$ cat src/rtl/apb_master_ctrl.sv
// apb_master_ctrl: APB requester that runs one command at a time through IDLE/SETUP/ACCESS/RESP.
// Optional ACCESS wait-state timeout is compiled in with APB_MASTER_TIMEOUT_EN.
module apb_master_ctrl #(
    parameter int APB_ADDR_WIDTH = 12,
    parameter int TIMEOUT_CYCLES = 16
) (
    input  logic                      CLK,
    input  logic                      RESET,
    input  logic                      req_valid_i,
    output logic                      req_ready_o,
    input  logic [APB_ADDR_WIDTH-1:0] req_addr_i,
    input  logic [31:0]               req_wdata_i,
    input  logic                      req_write_i,
    output logic                      rsp_valid_o,
    input  logic                      rsp_ready_i,
    output logic [31:0]               rsp_rdata_o,
    output logic                      rsp_err_o,
    output logic [APB_ADDR_WIDTH-1:0] PADDR,
    output logic [31:0]               PWDATA,
    output logic                      PWRITE,
    output logic                      PSEL,
    output logic                      PENABLE,
    input  logic [31:0]               PRDATA,
    input  logic                      PREADY,
    input  logic                      PSLVERR,
    output logic                      busy_o
);
    typedef enum logic [1:0] {IDLE, SETUP, ACCESS, RESP} state_t;
    state_t r_state, w_next;
    logic w_timeout;
    logic w_done;
    logic [APB_ADDR_WIDTH-1:0] r_paddr;
    logic [31:0] r_pwdata, r_rdata;
    logic r_pwrite, r_err;
`ifdef APB_MASTER_TIMEOUT_EN
    localparam int CW = $clog2(TIMEOUT_CYCLES + 1);
    logic [CW-1:0] r_wait;
    assign w_timeout = r_state == ACCESS && !PREADY && r_wait == CW'(TIMEOUT_CYCLES - 1);
    always_ff @(posedge CLK or posedge RESET) begin
        if (RESET)
            r_wait <= '0;
        else if (r_state == IDLE && req_valid_i)
            r_wait <= '0;
        else if (r_state == ACCESS && !PREADY)
            r_wait <= w_timeout ? '0 : r_wait + 1'b1;
    end
`else
    // No limit: ACCESS waits for PREADY indefinitely.
    assign w_timeout = TIMEOUT_CYCLES < 0;
`endif
    assign w_done = r_state == ACCESS && (PREADY || w_timeout);
    always_comb begin
        w_next      = r_state;
        req_ready_o = r_state == IDLE;
        busy_o      = r_state != IDLE;
        PSEL        = r_state == SETUP || r_state == ACCESS;
        PENABLE     = r_state == ACCESS;
        rsp_valid_o = r_state == RESP;
        case (r_state)
            IDLE:    w_next = req_valid_i ? SETUP : IDLE;
            SETUP:   w_next = ACCESS;
            ACCESS:  w_next = w_done ? RESP : ACCESS;
            RESP:    w_next = rsp_ready_i ? IDLE : RESP;
            default: w_next = IDLE;
        endcase
    end
    always_ff @(posedge CLK or posedge RESET) begin
        if (RESET) begin
            r_state  <= IDLE;
            r_paddr  <= '0;
            r_pwdata <= '0;
            r_pwrite <= 1'b0;
            r_rdata  <= '0;
            r_err    <= 1'b0;
        end else begin
            r_state <= w_next;
            if (r_state == IDLE && req_valid_i) begin
                r_paddr  <= req_addr_i;
                r_pwdata <= req_wdata_i;
                r_pwrite <= req_write_i;
            end
            // A timeout abort reports an error with zero data.
            if (w_done) begin
                r_rdata <= (PREADY && !r_pwrite) ? PRDATA : '0;
                r_err   <= PREADY ? PSLVERR : 1'b1;
            end
        end
    end
    assign PADDR       = r_paddr;
    assign PWDATA      = r_pwdata;
    assign PWRITE      = r_pwrite;
    assign rsp_rdata_o = r_rdata;
    assign rsp_err_o   = r_err;
endmodule

$ cat config.mk
export PLATFORM = sky130hd
export DESIGN_NAME = apb_master_ctrl
export DESIGN_NICKNAME = d
export VERILOG_FILES = /design/src/rtl/apb_master_ctrl.sv
export SDC_FILE = /design/constraint.sdc
export NUM_CORES = 1
export LEC_CHECK = 0
export CORE_UTILIZATION = 43
export CTS_CLUSTER_DIAMETER = 150
export DETAILED_ROUTE_END_ITERATION = 6
export PLACE_DENSITY = 0.88
export REMOVE_ABC_BUFFERS = 1
export SYNTH_ARGS = -nofsm -noshare
export SYNTH_HDL_FRONTEND = slang
export SYNTH_SLANG_ARGS = --single-unit
$ cat constraint.sdc
create_clock -name CLK -period 6.6 [get_ports CLK]
set_input_delay 0.66 -clock CLK [delete_from_list [all_inputs] [get_ports CLK]]
set_output_delay 0.66 -clock CLK [all_outputs]
set_load 0.03 [all_outputs]
* Word level (Yosys, flattened, before mapping) *
Index checks and enable logic that the tools add are counted.

storage, ports and cells
  word-level logic and storage cells = 22
  register bits after elaboration = 80
  output and inout bits = 83

cells by class
  muxes and demuxes = 6
  equality and inequality tests = 3
  reductions and logical operators = 7

operators with widths
  cell                                                                   count
  32-bit two-way mux                                                     1
  2-bit case mux with 4 select lines                                     1
  2-bit equality test, second input constant                             2
  1-bit logical AND                                                      3
  1-bit two-way mux                                                      3
  2-bit by 1-bit equality test with 1-bit output, second input constant  1
  2-bit zero test                                                        1
  2-bit two-way mux                                                      1
  2-bit nonzero test                                                     1
  1-bit zero test                                                        1
  1-bit logical OR                                                       1

* Depth between registers and ports, before layout *
  depth in word-level cells = 4
  depth in mapped cells = 5
  mapped depth without buffers = 4

* Worst setup path before layout *
OpenSTA, ideal clock, no wires.

  path kind = register to output
  from = register r_state[0]
  to = output busy_o
  setup slack = 4.806 ns
  data arrival time = 1.134 ns
  required time = 5.940 ns
  stages on the path, launching flop included = 4
  cells stage by stage = dfrtp_1 inv_1 ha_1 inv_1

between the ends
  longest elaborated chain between the ends = 1

ends and longest elaborated chain
  what                      RTL line  text
  start: declaration        29        state_t r_state, w_next;
  start signal: assignment  76        r_state <= w_next;
  2-bit nonzero test        55        busy_o = r_state != IDLE;
  end: declaration          26        output logic busy_o

No other way between the ends.

* Final worst setup path *
  from = register r_pwrite, in the netlist PWRITE
  to = output PWRITE

RTL lines
  what                      RTL line  text
  start: declaration        34        logic r_pwrite, r_err;
  start signal: assignment  80        r_pwrite <= req_write_i;
  end: declaration          20        output logic PWRITE,

No word-level cell between the ends.

==> metrics.md <==
| Metric | Value |
|---|---|
| Clk_skew | `0.009041 ns` |
| Relative slew slack | `30.10%` |
| Least-Margin Pin Slew | `1.048 ns` |
| Crit path buf inv count | `1` |
| Final WL | `7354 microns` |
| Final Cycle Share | `43.54%` |
| Pre-Repair DR Iteration Count | `4` |
| Cell row count | `32` |
| Crit path time final | `2.874 ns` |
| GRT Total Usage | `18.51%` |
| Share of layout cells above drive strength 1 | `25.26%` |
| Worst-Skew Late Latency | `0.34 ns` |
| CP Cell Sequence | `clkdlybuf4s50_1` |
| Setup_tns | `0 ns` |
| Iteration-0 DRC Markers | `43` |
| Simple-Gate Fraction of Synth Area | `6.840%` |
| Final Hold Viols | `0` |
| Yosys warns | `0` |
| Height of the die | `91.19 microns` |
| Ant. Diodes | `0` |
| Vias in the first global route | `2459` |
| # H-tree levels | `3` |
| Design Power | `2.865 mW` |
| Die ar. | `8316 sq um` |
| Post-CTS Setup Inserts | `0` |
| Port bufs | `165` |
| Post-synthesis sequential area ratio | `58.52%` |
| Avg WL per Cell | `15.01 microns` |
| Routed Antenna Nets | `0` |
| Final Cell Area | `5354 sq um` |
| Power Density | `535.2 nW/um^2` |
| Setup violators final | `0` |
| Count of unique library cells instantiated by Yosys | `13` |
| Synth Register Bits | `80` |
| Ports | `166` |
| Synthesized area | `3421 sq um` |
| Pin count of the biggest net entering global routing | `81` |
| Clock root buffer master | `clkbuf_8` |
| Worst path max stage delay | `1.04 ns` |
| Core Area | `7727 sq um` |
| Max-Cap Viols | `0` |
| Total grt overflow | `0` |
| Crit path max fanout | `34` |
| Final HPWL DP | `5127 microns` |
| Pleak | `2.420 nW` |
| Hold Buf Count CTS | `0` |
| Compound-Gate Fraction of Synth Area | `0.3658%` |
| Syn_area_per_cell | `15.84 sq um` |
| Worst EP arrival | `2.21 ns` |
| Status | `finished clean` |
| First-pass GRT wire length | `12000 microns` |
| Initial antenna violation count | `0` |
| Final-report max-slew violation count | `0` |
| GPL Wtd Cong | `0.6884` |
| Vias | `2256` |
| WP data required | `5.94 ns` |
| Main combinational cell family by area after synthesis | `multiplexers` |
| Die width | `91.19 microns` |
| Initial core utilization | `44.27%` |
| CTS Sinks | `80` |
| Drc violations | `0` |
| Critical Setup Path Class | `reg -> out` |
| CTS tree | `done` |
| XOR/XNOR share of the synthesized area | `0%` |
| Maximum vdd ir drop | `296.5 uV` |
| Max clock buf depth | `2` |
| Mux contribution to synthesized area | `30.07%` |
| Startpoint types | `flip-flop` |
| Post-cts resize count | `0` |
| Worst hold path class | `reg -> reg` |
| Hold_ws | `0.5081 ns` |
| Area grow syn2layout | `56.51%` |
| Fin nets | `470` |
| DP Area | `5134 sq um` |
| Cells after synthesis | `216` |
| Clk slew on worst S/H paths | `0.08 ns` |
| Fmax | `0.3480 GHz` |
| RSZ-0062 raised after global routing | `no` |
| Adder-cell share of the synthesized area | `1.463%` |
| Vias/cell | `4.604` |
| Type of destination of the critical path | `output port` |
| CTS buffer count | `9` |
| CP max stage cell | `dfrtp_1` |
| Top delay family on crit path | `flip-flops` |
==> stage by stage <==
step	utilization, %	instances	setup WS [ns]
global route	69.28	490	3.540
finish	69.28	490	3.726
CTS	69.28	490	3.682
detailed placement	66.43	474	4.063
global placement	66.43	474	4.071
floorplan	-	206	3.888
==> power breakdown <==
| group | switching (mW) | leakage (nW) | internal, mW | total (mW) |
|---|---|---|---|---|
| clock network | 0.177 | 0.113 | 0.214 | 0.391 |
| registers | 0.165 | 0.974 | 0.725 | 0.890 |
| logic | 0.788 | 1.33 | 0.797 | 1.58 |
==> per-layer routing <==
metal	share of wire, %	GRT usage, %	vias to the layer above
met1	42	22.66	1083
met2	49	31.63	107
met4	1.0	4.894	0
li1	-	-	1058
met5	0	0	-
met3	7.6	5.863	8
==> synthesized netlist by cell type <==
cell type,count,share of area [%]
dfrtp_1,80,59
mux2_4,40,18
mux2_2,38,13
nor2b_1,33,6.0
buf_2,6,0.88
inv_1,5,0.55
buf_6,4,1.3
ha_1,4,1.5
a31oi_1,2,0.37
nand2_2,1,0.18
nand2_4,1,0.33
nand2b_1,1,0.18
nor2_1,1,0.11
==> cell usage in the layout (no fill, tap or decap) <==
cell	n
nand2_4	1
buf_4	1
clkbuf_8	9
inv_1	4
clkdlybuf4s50_1	165
ha_1	4
nor2_1	1
nand2_2	1
dfrtp_1	80
clkinv_2	3
mux2_2	38
mux2_4	40
nor2b_1	33
nand2b_1	1
a31oi_1	2
bufinv_16	2
clkinv_4	3
==> flip-flops by register name (all words and copies together) (netlist names) <==
| register | flops |
|---|---|
| PWDATA | 32 |
| rsp_err_o | 1 |
| PWRITE | 1 |
| r_state | 2 |
| rsp_rdata_o | 32 |
| PADDR | 12 |
==> worst paths after layout <==
check / start / endpoint / slack, ns / depth (start not counted)
worst min-delay path: rsp_rdata_o[6] / rsp_rdata_o[6] / 0.51 / 1
worst max-delay path: PWRITE / PWRITE / 3.73 / 1
max in group asynchronous: RESET / rsp_rdata_o[5] / 5.03 / 3
worst max register to register: r_state[1] / PADDR[8] / 4.69 / 4
worst min register to register: rsp_rdata_o[6] / rsp_rdata_o[6] / 0.51 / 1
min in group asynchronous: RESET / PADDR[6] / 0.93 / 3
==> cell families after synthesis <==
logic type | after synthesis
flops | 80
mux | 78
simple gates | 37
buf+inv | 15
fa+ha+maj | 4
compound gates | 2
==> layout make-up <==
class	instances	area, sq um
Multi-Input combinational cell	121	1325
Tap cell	102	127.6
Inverter	5	20.02
Timing Repair Buffer	166	1659
Sequential cell	80	2002
Fill cell	544	2374
Clock buffer	9	123.9
Clock inverter	7	96.34
No activity file was read; power rests on OpenSTA's default activity.
